--- src/rtl/keypad_matrix_scanner_if.sv ---
// Matrix-side and key-event signals of the 4x4 keypad scanner.
// master: scanner (reads rows, drives columns and key outputs); slave: consumer.
interface keypad_matrix_scanner_if;
  logic [3:0] row_sense;
  logic [3:0] col_drive;
  logic [3:0] key_code;
  logic       key_valid;
  logic       key_multi;
  logic       key_press;
  logic       key_release;

  modport master (
    input  row_sense,
    output col_drive, key_code, key_valid,
    output key_multi, key_press, key_release
  );

  modport slave (
    output row_sense,
    input  col_drive, key_code, key_valid,
    input  key_multi, key_press, key_release
  );
endinterface

--- src/rtl/keypad_matrix_scanner.sv ---
// 4x4 key matrix scanner: column drive, row sampling, per-scan debounce.
// Ports: CLK, SYS_NRST (async low), CE (scan-rate enable), kp (matrix + key events).
module keypad_matrix_scanner #(
  parameter int unsigned SETTLE_TICKS   = 3,
  parameter int unsigned DEBOUNCE_SCANS = 4
) (
  input logic                     CLK,
  input logic                     SYS_NRST,
  input logic                     CE,
  keypad_matrix_scanner_if.master kp
);

  localparam logic [3:0] ST = 4'(SETTLE_TICKS);
  localparam logic [3:0] DB = 4'(DEBOUNCE_SCANS);

  typedef enum logic {DRIVE, EVAL} state_e;
  typedef enum logic [1:0] {C_NONE, C_SINGLE, C_MULTI} cls_e;

  state_e      state_q, state_d;
  logic [1:0]  col_q, col_d;
  logic [3:0]  set_q, set_d;
  logic [15:0] img_q, img_d;
  cls_e        prev_cls_q, prev_cls_d;
  logic [3:0]  prev_k_q, prev_k_d;
  logic [3:0]  stab_q, stab_d;
  cls_e        deb_q, deb_d;
  logic [3:0]  code_q, code_d;
  logic        valid_q, valid_d;
  logic        multi_q, multi_d;
  logic        press_q, press_d;
  logic        rel_q, rel_d;
  logic [3:0]  cd_q, cd_d;
  logic [3:0]  rs1_q, rs2_q;

  cls_e        res_cls;
  logic [3:0]  res_k;
  logic [4:0]  ones;
  logic [3:0]  idx;
  logic        same, differs;

  // Image bit index is col*4+row; key code is row*4+col.
  always_comb begin
    ones = '0;
    idx  = '0;
    for (int i = 0; i < 16; i++) begin
      if (img_q[i]) begin
        ones = ones + 5'd1;
        idx  = 4'(i);
      end
    end
    res_cls = C_MULTI;
    res_k   = '0;
    if (ones == 5'd0) begin
      res_cls = C_NONE;
    end else if (ones == 5'd1) begin
      res_cls = C_SINGLE;
      res_k   = {idx[1:0], idx[3:2]};
    end
  end

  assign same    = (res_cls == prev_cls_q) &&
                   (res_k == prev_k_q);
  assign differs = (res_cls != deb_q) ||
                   (res_cls == C_SINGLE &&
                    res_k != code_q);

  always_comb begin
    state_d    = state_q;
    col_d      = col_q;
    set_d      = set_q;
    img_d      = img_q;
    prev_cls_d = prev_cls_q;
    prev_k_d   = prev_k_q;
    stab_d     = stab_q;
    deb_d      = deb_q;
    code_d     = code_q;
    valid_d    = valid_q;
    multi_d    = multi_q;
    press_d    = 1'b0;
    rel_d      = 1'b0;
    unique case (state_q)
      DRIVE: begin
        if (CE) begin
          if (set_q == ST) begin
            set_d = '0;
            img_d[{col_q, 2'b00} +: 4] = ~rs2_q;
            if (col_q == 2'd3) begin
              state_d = EVAL;
            end else begin
              col_d = col_q + 2'd1;
            end
          end else begin
            set_d = set_q + 4'd1;
          end
        end
      end
      EVAL: begin
        state_d = DRIVE;
        col_d   = '0;
        img_d   = '0;
        if (same) begin
          stab_d = (stab_q == DB) ? stab_q
                                  : stab_q + 4'd1;
        end else begin
          stab_d     = 4'd1;
          prev_cls_d = res_cls;
          prev_k_d   = res_k;
        end
        if (stab_d == DB && differs) begin
          deb_d   = res_cls;
          valid_d = (res_cls == C_SINGLE);
          multi_d = (res_cls == C_MULTI);
          press_d = (res_cls == C_SINGLE);
          rel_d   = valid_q;
          if (res_cls == C_SINGLE) begin
            code_d = res_k;
          end
        end
      end
    endcase
    // Registered so reset can force all columns idle.
    cd_d = (state_d == DRIVE) ? ~(4'b0001 << col_d)
                              : 4'hF;
  end

  always_ff @(posedge CLK or negedge SYS_NRST) begin
    if (!SYS_NRST) begin
      state_q    <= DRIVE;
      col_q      <= '0;
      set_q      <= '0;
      img_q      <= '0;
      prev_cls_q <= C_NONE;
      prev_k_q   <= '0;
      stab_q     <= '0;
      deb_q      <= C_NONE;
      code_q     <= '0;
      valid_q    <= 1'b0;
      multi_q    <= 1'b0;
      press_q    <= 1'b0;
      rel_q      <= 1'b0;
      cd_q       <= 4'hF;
      rs1_q      <= 4'hF;
      rs2_q      <= 4'hF;
    end else begin
      state_q    <= state_d;
      col_q      <= col_d;
      set_q      <= set_d;
      img_q      <= img_d;
      prev_cls_q <= prev_cls_d;
      prev_k_q   <= prev_k_d;
      stab_q     <= stab_d;
      deb_q      <= deb_d;
      code_q     <= code_d;
      valid_q    <= valid_d;
      multi_q    <= multi_d;
      press_q    <= press_d;
      rel_q      <= rel_d;
      cd_q       <= cd_d;
      rs1_q      <= kp.row_sense;
      rs2_q      <= rs1_q;
    end
  end

  assign kp.col_drive   = cd_q;
  assign kp.key_code    = code_q;
  assign kp.key_valid   = valid_q;
  assign kp.key_multi   = multi_q;
  assign kp.key_press   = press_q;
  assign kp.key_release = rel_q;

endmodule

--- src/flat_wrapper.sv ---
// flat-port wrapper written by rule: the top's interface ports become plain ports
module keypad_matrix_scanner_flat 
#(
  parameter int unsigned SETTLE_TICKS   = 3,
  parameter int unsigned DEBOUNCE_SCANS = 4
)
  (CLK, SYS_NRST, CE, kp_row_sense, kp_col_drive, kp_key_code, kp_key_valid, kp_key_multi, kp_key_press, kp_key_release);
  keypad_matrix_scanner_if kp_i ();
  input logic CLK;
  input logic SYS_NRST;
  input logic CE;
  input wire logic [$bits(kp_i.row_sense)-1:0] kp_row_sense;
  output wire logic [$bits(kp_i.col_drive)-1:0] kp_col_drive;
  output wire logic [$bits(kp_i.key_code)-1:0] kp_key_code;
  output wire logic [$bits(kp_i.key_valid)-1:0] kp_key_valid;
  output wire logic [$bits(kp_i.key_multi)-1:0] kp_key_multi;
  output wire logic [$bits(kp_i.key_press)-1:0] kp_key_press;
  output wire logic [$bits(kp_i.key_release)-1:0] kp_key_release;
  assign kp_i.row_sense = kp_row_sense;
  assign kp_col_drive = kp_i.col_drive;
  assign kp_key_code = kp_i.key_code;
  assign kp_key_valid = kp_i.key_valid;
  assign kp_key_multi = kp_i.key_multi;
  assign kp_key_press = kp_i.key_press;
  assign kp_key_release = kp_i.key_release;
  keypad_matrix_scanner #(.SETTLE_TICKS(SETTLE_TICKS), .DEBOUNCE_SCANS(DEBOUNCE_SCANS)) u_core (.CLK(CLK), .SYS_NRST(SYS_NRST), .CE(CE), .kp(kp_i));
endmodule
--- config.mk ---
export PLATFORM = sky130hd
export DESIGN_NAME = keypad_matrix_scanner_flat
export DESIGN_NICKNAME = d
export VERILOG_FILES = /design/src/rtl/keypad_matrix_scanner_if.sv /design/src/rtl/keypad_matrix_scanner.sv /design/src/flat_wrapper.sv
export SDC_FILE = /design/constraint.sdc
export NUM_CORES = 1
export LEC_CHECK = 0
export CORE_ASPECT_RATIO = 1.5
export CORE_MARGIN = 10
export CORE_UTILIZATION = 45
export CTS_CLUSTER_SIZE = 40
export DETAILED_ROUTE_END_ITERATION = 10
export PLACE_DENSITY_LB_ADDON = 0.12
export SLEW_MARGIN = 40
export SYNTH_ARGS = -nofsm -noshare
export SYNTH_HDL_FRONTEND = slang
export SYNTH_SLANG_ARGS = --single-unit
--- constraint.sdc ---
create_clock -name CLK -period 15.7 [get_ports CLK]
set_input_delay 3.14 -clock CLK [delete_from_list [all_inputs] [get_ports CLK]]
set_output_delay 3.14 -clock CLK [all_outputs]
set_load 0.03 [all_outputs]
# After elaboration in Yosys (flattened, before gate mapping)
# Index checks and enable logic that the tools add are counted.
# totals
word_cells	121
reg_bits	55
inputBits	7
out_inout_bits	12
# op_classes
n_addsub	19
shifts	3
bitwise_logic	4
eq_ne	13
n_mux	56
reduce_logical	10
# op_table
operator	n
two-way mux 5 bit	15
adder 5 x 1 -> 5 bit (second input constant)	14
two-way mux 4 bit	15
two-way mux 16 bit	2
one-hot mux 16 bit (2 select lines)	1
bitwise mux 16 bit	1
variable shift 4 x 6 -> 16 bit (first input constant)	1
indexed part select 4 x 6 -> 16 bit	1
two-way mux 2 bit	7
two-way mux 3 bit	4
two-way mux 1 bit	9
adder 4 x 1 -> 4 bit (second input constant)	2
equality test 4 x 3 -> 1 bit (second input constant)	2
NOT 4 bit	2
AND reduction 2 bit	4
negator 4 -> 6 bit	1
equality test 5 x 1 -> 1 bit (second input constant)	1
zero test 5 bit	1
equality test 2 bit (second input constant)	2
equality test 4 x 2 -> 1 bit (second input constant)	1
equality test 4 bit	1
inequality test 4 bit	1
one-hot mux 2 bit (2 select lines)	1
left shift 1 x 2 -> 4 bit (first input constant)	1
12 further kinds	15

# Logic depth before layout (Yosys ltp)
# Gate-level depths: netlist of run 1.
# logic_depth
depth_word	42
ltp_mapped	56
mapped_depth_nobuf	54

# Worst setup path after synthesis of run 1
# OpenSTA, ideal clock, no wires.
# synth_path
path_kind	reg2reg
start	reg u_core.img_q[1]
end	reg u_core.prev_cls_q[0]
path_slack_ps	5701
setup_time_ps	125
stages_incl_launch_ff	54
n_path_buf	2
t_required_ps	15575
arrival_ps	9873
synth_period_minus_slack_ps	9999
cell_sequence	dfrtp_1 > inv_1 > ha_1 > xor2_1 > ha_1 > nand2_1 > o21ai_0 > ha_1 > mux2_2 > ha_1 > inv_1 > a22o_1 > nand2_1 > ha_1 > nor2b_1 > a31oi_1 > ha_1 > nand2_1 > (+18 left out) > o31ai_1 > ha_1 > mux2_2 > ha_1 > nor2_1 > nor2_1 > ha_1 > nand2b_1 > o22ai_1 > a22oi_1 > nor2b_1 > and3_1 > clkbuf_1 > nor3_1 > a211o_1 > a21bo_1 > buf_6 > mux2_4
# synth_between
elab_chain_len	36
word_cells_on_any_way	55
classes_between	add/sub (14); eq/ne (3); mux (34); bitwise (1); reduce/logical (3)
# synth_rtl
item	line_no	source
from (decl)	keypad_matrix_scanner.sv:22	logic [15:0] img_q, img_d;
from (signal assigned)	keypad_matrix_scanner.sv:148	img_q <= img_d;
two-way mux 5 bit	keypad_matrix_scanner.sv:46	if (img_q[i]) begin
adder 5 x 1 -> 5 bit	keypad_matrix_scanner.sv:47	ones = ones + 5'd1;
two-way mux 5 bit	keypad_matrix_scanner.sv:46	
adder 5 x 1 -> 5 bit	keypad_matrix_scanner.sv:47	
two-way mux 5 bit	keypad_matrix_scanner.sv:46	
adder 5 x 1 -> 5 bit	keypad_matrix_scanner.sv:47	
two-way mux 5 bit	keypad_matrix_scanner.sv:46	
adder 5 x 1 -> 5 bit	keypad_matrix_scanner.sv:47	
(+20 left out)	n/a	
two-way mux 5 bit	keypad_matrix_scanner.sv:46	
equality test 5 x 1 -> 1 bit	keypad_matrix_scanner.sv:55	end else if (ones == 5'd1) begin
two-way mux 4 bit / two-way mux 2 bit (equally long branches)	keypad_matrix_scanner.sv:55	
two-way mux 4 bit / two-way mux 2 bit (equally long branches)	keypad_matrix_scanner.sv:53	if (ones == 5'd0) begin
equality test 4 bit / equality test 2 bit (equally long branches)	keypad_matrix_scanner.sv:62, keypad_matrix_scanner.sv:61	
logical AND 1 bit	keypad_matrix_scanner.sv:61	assign same = (res_cls == prev_cls_q) &&
NOT 1 bit (no line)	n/a	
AND reduction 2 bit (no line)	n/a	
to (signal assigned)	keypad_matrix_scanner.sv:149	prev_cls_q <= prev_cls_d;
to (decl)	keypad_matrix_scanner.sv:23	cls_e prev_cls_q, prev_cls_d;
# Several ways; a longest one is shown, not always the timed one.
# A chain may end at the register's enable or synchronous reset.

# Worst setup path in the final report of run 1
# layout_path
start	reg u_core.img_q[1]
end	reg u_core.code_q[0] (netlist: u_core.kp.key_code[0])
# layout_between
elab_chain_len	39
word_cells_on_any_way	63
classes_between	add/sub (14); eq/ne (7); mux (36); reduce/logical (6)
# layout_rtl
item	line_no	source
two-way mux 5 bit	keypad_matrix_scanner.sv:46	
adder 5 x 1 -> 5 bit	keypad_matrix_scanner.sv:47	
two-way mux 5 bit	keypad_matrix_scanner.sv:46	
adder 5 x 1 -> 5 bit	keypad_matrix_scanner.sv:47	
two-way mux 5 bit	keypad_matrix_scanner.sv:46	
adder 5 x 1 -> 5 bit	keypad_matrix_scanner.sv:47	
two-way mux 5 bit	keypad_matrix_scanner.sv:46	
adder 5 x 1 -> 5 bit	keypad_matrix_scanner.sv:47	
(+23 left out)	n/a	
two-way mux 4 bit / two-way mux 2 bit (equally long branches)	keypad_matrix_scanner.sv:53	
equality test 4 bit / equality test 2 bit (equally long branches)	keypad_matrix_scanner.sv:62, keypad_matrix_scanner.sv:61	
logical AND 1 bit	keypad_matrix_scanner.sv:61	
two-way mux 4 bit	keypad_matrix_scanner.sv:101	if (same) begin
two-way mux 4 bit	keypad_matrix_scanner.sv:81	unique case (state_q)
equality test 4 x 3 -> 1 bit	keypad_matrix_scanner.sv:109	if (stab_d == DB && differs) begin
logical AND 1 bit	keypad_matrix_scanner.sv:109	
AND reduction 3 bit (no line)	n/a	
to (signal assigned)	keypad_matrix_scanner.sv:153	code_q <= code_d;
to (decl)	keypad_matrix_scanner.sv:27	logic [3:0] code_q, code_d;
# Several ways; a longest one is shown, not always the timed one. The select of a mux whose other input is x is not followed.

==> results of run 1 <==
==> state kept, by name (all words and copies together) (netlist names), 2 cells and up <==
| signal | flops |
|---|---|
| u_core.rs2_q | 4 |
| u_core.stab_q | 4 |
| u_core.img_q | 16 |
| u_core.prev_cls_q | 2 |
| u_core.rs1_q | 4 |
| u_core.col_q | 2 |
| u_core.set_q | 4 |
| u_core.prev_k_q | 4 |
| u_core.kp.col_drive | 4 |
| u_core.kp.key_code | 4 |
==> worst paths after layout <==
kind	endpoint	slack [ns]	cells past startpoint
min in group asynchronous	u_core.set_q[0]	2.95	2
max	u_core.kp.key_code[0]	4.74	52
max in group asynchronous	u_core.prev_k_q[2]	12.31	2
min	u_core.rs2_q[1]	0.36	0
max reg2reg	u_core.kp.key_code[0]	4.74	52
min reg2reg	u_core.rs2_q[1]	0.36	0
==> metal layers <==
| layer | up-vias | global-route usage (%) |
|---|---|---|
| met2 | 37 | 23.6 |
| met5 | - | 0 |
| li1 | 1650 | - |
| met4 | 0 | 4.69 |
| met3 | 9 | 2.29 |
| met1 | 1497 | 12.6 |
==> synth_stat cells (3+ instances only) <==
cell type,n,area share [%]
and2_1,3,0.44
xor2_4,3,1.9
xor2_2,3,1.2
mux2_4,3,1.1
clkbuf_1,12,1.1
inv_1,26,2.3
o21a_1,4,0.71
nor3_1,10,1.2
dfrtp_1,41,24
or2_2,3,0.44
nor4_1,5,0.74
and3_1,4,0.59
dfstp_2,12,7.4
nor2_1,24,2.1
o22ai_1,3,0.44
xnor3_1,5,2.7
mux2_2,11,2.9
o31ai_1,3,0.53
nand3_1,24,2.8
o21bai_1,4,0.71
nand4_1,8,1.2
a21oi_1,18,2.1
buf_2,3,0.35
o32ai_1,3,0.62
nand2b_1,3,0.44
o21ai_0,34,4.0
or4_1,3,0.53
nand2_1,62,5.5
xnor2_1,19,3.9
a31oi_1,5,0.74
ha_1,23,6.8
nand3b_1,4,0.71
mux2i_1,8,1.9
nor2b_1,5,0.74
xor2_1,15,3.1
==> logic make-up after synthesis <==
kind of cell             synth area share (%)
AO/OA/AOI/OAI                            14.0
flip-flops                               31.7
AND/OR/NAND/NOR                          20.7
multiplexers                             5.88
XOR/XNOR                                 16.6
buffers and inverters                    4.34
adder cells (fa/ha/maj)                  6.79
==> worst reg2reg max path, delay by kind of cell, from the launching register on <==
family	cells	cell delay [ns]
flip-flops	1	0.39
adder cells (fa/ha/maj)	14	4.08
buffers and inverters	4	0.25
XOR/XNOR	1	0.20
AND/OR/NAND/NOR	16	2.62
AO/OA/AOI/OAI	11	1.67
multiplexers	6	1.67
==> layout make-up <==
cell class | instances | area, um2 | area share [%]
clock buffer | 5 | 125 | 2.69
clock inverter | 3 | 28.8 | 0.619
inverter | 28 | 105 | 2.26
multi-input combinational | 362 | 2720 | 58.5
sequential | 53 | 1340 | 28.9
tap | 112 | 140 | 3.02
timing repair buffer | 20 | 190 | 4.09
==> stage by stage <==
step / util, % / setup slack, ns
after global placement: 48.8 / 5.00
after CTS: 50.5 / 4.66
after detailed placement: 48.8 / 4.68
after floorplan: - / 5.70
after global routing: 50.5 / 3.81
final: 50.5 / 4.74
==> impl_metrics.yaml, run 1 <==
status:
  run_status: "finished, final reports clean"
placed_design:
  io_buffer_count: 18
  place_inst: 575
  dpl_cell_area_um2: 4490
  routabilityCongestion: 0.826
  dp_hpwl_um: 6590
cells_and_area:
  post_route_cells_drive_above_1_share_pct: 13.2
  stdcell_count: 583
  diodes: 0
  nNetsFinal: 500
  area_growth_syn_to_layout_pct: 9.69
  final_design_area_no_fill_um2: 4650
  layout_commonest_cell: "nand2_1"
  layout.cells.most_common_list: "nand2_1 (62), dfrtp_1 (41), o21ai_0 (34)"
  layout.filler_cells: 846
worst_setup_path:
  cp_data_required_time_ns: 15.88
  type_of_element_launching_the_critical_path: "register"
  slowest_stage: "or4_1"
  worstReg2RegStart: "u_core.img_q[1]"
  critPathKind: "register to register"
  crit_top_cell: "ha_1"
  path_delay_family: "adder cells"
  worst-path-max-fanout: 10
  critical_path_arrival_ns: 11.14
  cp.buffers_inverters: 4
  worst_path_largest_cell_delay_ns: 0.58
  worstSetupEndpointType: "register"
  startpoint: "u_core.img_q[1]"
floorplan:
  die_span_in_x_um: 99.2
  core_um2: 9200
  die-area_um2: 13800
  die_height_um: 139
  floorplan.initialDensity_pct: 46.0
  floorplan.rows: 43
  boundaryPins: 19
synth:
  syn-instance-count: 460
  postSynth.asyncResetShare_pct: 100
  post_synth_num_cell_types: 70
  synth-warning-count: 0
  synth_register_bits: 53
  postSynthNetCount: 490
  syn_area_um2: 4240
  synth_sequential_area_ratio_pct: 31.7
  synth_enable_flop_cells: 0
  synth_ff_type: "dfrtp_1"
  syn_avg_cell_area_um2: 9.21
global_route:
  grt_pass1_wl_um: 14500
  maximum_number_of_pins_on_one_net_before_global_route_repair: 54
  grt_remaining_overflow: 0
  first_global_vias: 3192
  grt_antenna_before_repair: 0
  grt_util_all_layers_pct: 12.4
timing:
  finalCritPeriodShare_pct: 69.8
  worst_clock_skew_ns: 0.00695
  rsz_0062_raised_after_global_routing: "false"
  relSlewSlack_pct: 51.1
  period_minus_slack_ns: 10.96
  timing.fmax_mhz: 91.2
  hold_viol: 0
  finalSetupViolCount: 0
  hold_ws_ns: 0.357
  timing.final.max_slew_violations: 0
  setup-tns-final_ns: 0
  timing_worst_slew_pin_value_ns: 0.727
cts:
  cts_post_setup_buffers_inserted: 0
  cts_tree: "yes"
  post_cts.resized_instances: 0
  ctsRootBufferMaster: "clkbuf_16"
  ctsHoldBuffers: 0
  clk_pin_slew_ns: 0.07
  cts_buffers: 5
  htree_levels: 2
  cts_num_sinks: 53
  worst_skew_pair.late_latency_ns: 0.29
  ctsLongestPathBuffers: 2
worst_hold_path:
  class_of_the_tightest_hold_or_removal_check: "register to register"
  timing.hold.worst.start: "u_core.rs1_q[1]"
routing:
  met2_wirelength_um: 4690
  detail_route.first_pass.iterations: 4
  top_layer_used: "met4"
  met1_length_um: 3470
  drt_drc_violations_left: 0
  wl_met3_um: 197
  wire_per_inst_um: 14.5
  antenna_left: 0
  routed_via_density: 5.48
  drt_wl_total_um: 8430
  detailroute.via_count: 3193
  initialDrtViolationCount: 93
flow_run:
  maximum_capacitance_violations: 0
Power of run 1 is not shown: default switching activity piles up to over one toggle a cycle in this logic, so the estimate is an artifact.
==> run 2: changes to the inputs <==
clock period = 10.2 ns   (was 15.7 ns; I/O delays follow)
==> impl_metrics.yaml, run 2 (synthesis results as in run 1) <==
worst_setup_path:
  critPathKind: "register to register"
  cp_data_required_time_ns: 10.38
  slowest_stage: "dfrtp_1"
  worst_path_largest_cell_delay_ns: 0.40
  reg2reg_to: "u_core.prev_cls_q[0]"
  worstReg2RegStart: "u_core.img_q[1]"
  worstSetupEndpointType: "register"
  critical_path_arrival_ns: 10.00
  type_of_element_launching_the_critical_path: "register"
  r2r_setup_slack_ns: 0.38
  cp.buffers_inverters: 18
  crit_top_cell: "buf_4"
  ff2ff_path_depth: 55
  worst-path-max-fanout: 3
  path_delay_family: "adder cells"
cells_and_area:
  layout.filler_cells: 803
  post_route_cells_drive_above_1_share_pct: 31.4
  nNetsFinal: 551
  diodes: 0
  largest_register: "u_core.img_q"
  layout_commonest_cell: "nand2_1"
  area_growth_syn_to_layout_pct: 27.0
  largest_reg_flops: 16
  regArea_um2: 1340
  layout.cells.most_common_list: "nand2_1 (56), buf_4 (51), dfrtp_1 (40)"
  multiInputGateArea_um2: 3040
  finalCoreUtilization_pct: 58.5
routing:
  detailroute.via_count: 3483
  antenna_left: 0
  detail_route.first_pass.iterations: 4
  drt_drc_violations_left: 0
  routed_via_density: 5.49
  drt_wl_total_um: 9740
  wire_per_inst_um: 15.4
  initialDrtViolationCount: 128
cts:
  worst_skew_pair.late_latency_ns: 0.30
  ctsHoldBuffers: 0
  ctsRootBufferMaster: "clkbuf_16"
  htree_levels: 2
  ctsLongestPathBuffers: 2
  cts_num_sinks: 53
  clk_pin_slew_ns: 0.07
  cts_tree: "yes"
  cts_buffers: 5
placed_design:
  routabilityCongestion: 0.803
  dp_hpwl_um: 6820
  io_buffer_count: 18
worst_hold_path:
  class_of_the_tightest_hold_or_removal_check: "register to register"
  min_delay_worst_endpoint: "u_core.rs2_q[1]"
  timing.hold.worst.start: "u_core.rs1_q[1]"
  hold_path_depth: 0
timing:
  finalCritPeriodShare_pct: 96.3
  timing_worst_slew_pin_value_ns: 1.08
  timing.final.max_slew_violations: 0
  hold_viol: 0
  timing.fmax_mhz: 102
  relSlewSlack_pct: 27.6
  finalSetupViolCount: 0
  period_minus_slack_ns: 9.82
  worst_clock_skew_ns: 0.00699
global_route:
  grt_pass1_wl_um: 15900
  maximum_number_of_pins_on_one_net_before_global_route_repair: 54
  grt_antenna_before_repair: 0
  first_global_vias: 3466
  grt_remaining_overflow: 0
  grt_util_all_layers_pct: 13.4
floorplan:
  floorplan.rows: 43
  die_span_in_x_um: 99.2
  die-area_um2: 13800
  die_height_um: 139
  core_um2: 9200
  floorplan.initialDensity_pct: 46.0
  boundaryPins: 19
flow_run:
  maximum_capacitance_violations: 0
status:
  run_status: "finished, final reports clean"
run 2: cell types whose count changed in the layout (fill, tap and decap cells not counted), moves of 6 or more:
cell	before	now
ha_4	0	7
ha_1	23	14
nand2_1	62	56
buf_4	2	51
run 2: stage by stage:
| stage | instance area [um2] | hold slack [ns] | setup TNS [ns] | cells | setup slack, ns |
|---|---|---|---|---|---|
| floorplan | 4240 | 0.345 | 0 | 460 | 0.201 |
| detailed placement | 4650 | 0.348 | -0.783 | 597 | -0.127 |
| CTS | 5000 | 0.363 | 0 | 625 | 0.00106 |
| global route | 5380 | 0.366 | -0.847 | 634 | -0.0997 |
| finish | 5380 | 0.361 | 0 | 634 | 0.378 |
| global placement | 4650 | 0.346 | 0 | 597 | 0.107 |
run 2: layer usage:
layer / wire [um] / GRT usage (%)
met5: 0 / 0
met4: 114 / 4.54
met3: 263 / 2.44
met2: 5370 / 25.2
met1: 4000 / 14.4
run 2: worst max path at each step:
stage / start / to / depth (start not counted)
finish: u_core.img_q[1] / u_core.prev_cls_q[0] / 55
global route: u_core.img_q[1] / u_core.kp.key_code[0] / 50
CTS: u_core.img_q[0] / u_core.kp.key_code[0] / 52
detailed placement: u_core.img_q[0] / u_core.kp.key_code[0] / 52
global placement: u_core.img_q[0] / u_core.kp.key_code[0] / 52
floorplan: u_core.img_q[1] / u_core.prev_cls_q[0] / 53
run 2: area by class of cell:
cell class	instances	area share [%]
multi-input cells	362	56.5
clock buffers	5	2.33
clock inverters	3	0.930
repair buffers	71	10.8
well taps	112	2.60
inverters	28	1.95
flip-flops and latches	53	24.9
run 2: what timing repair did:
| item | CTS | global route |
|---|---|---|
| pin swaps | 6 | 26 |
| setup buffers | 20 | 10 |
| gates cloned | 0 | 0 |
| setup endpoints to repair | 15 | 18 |
| gates resized for setup | 7 | 62 |
Power of run 2 is left out for the same reason.
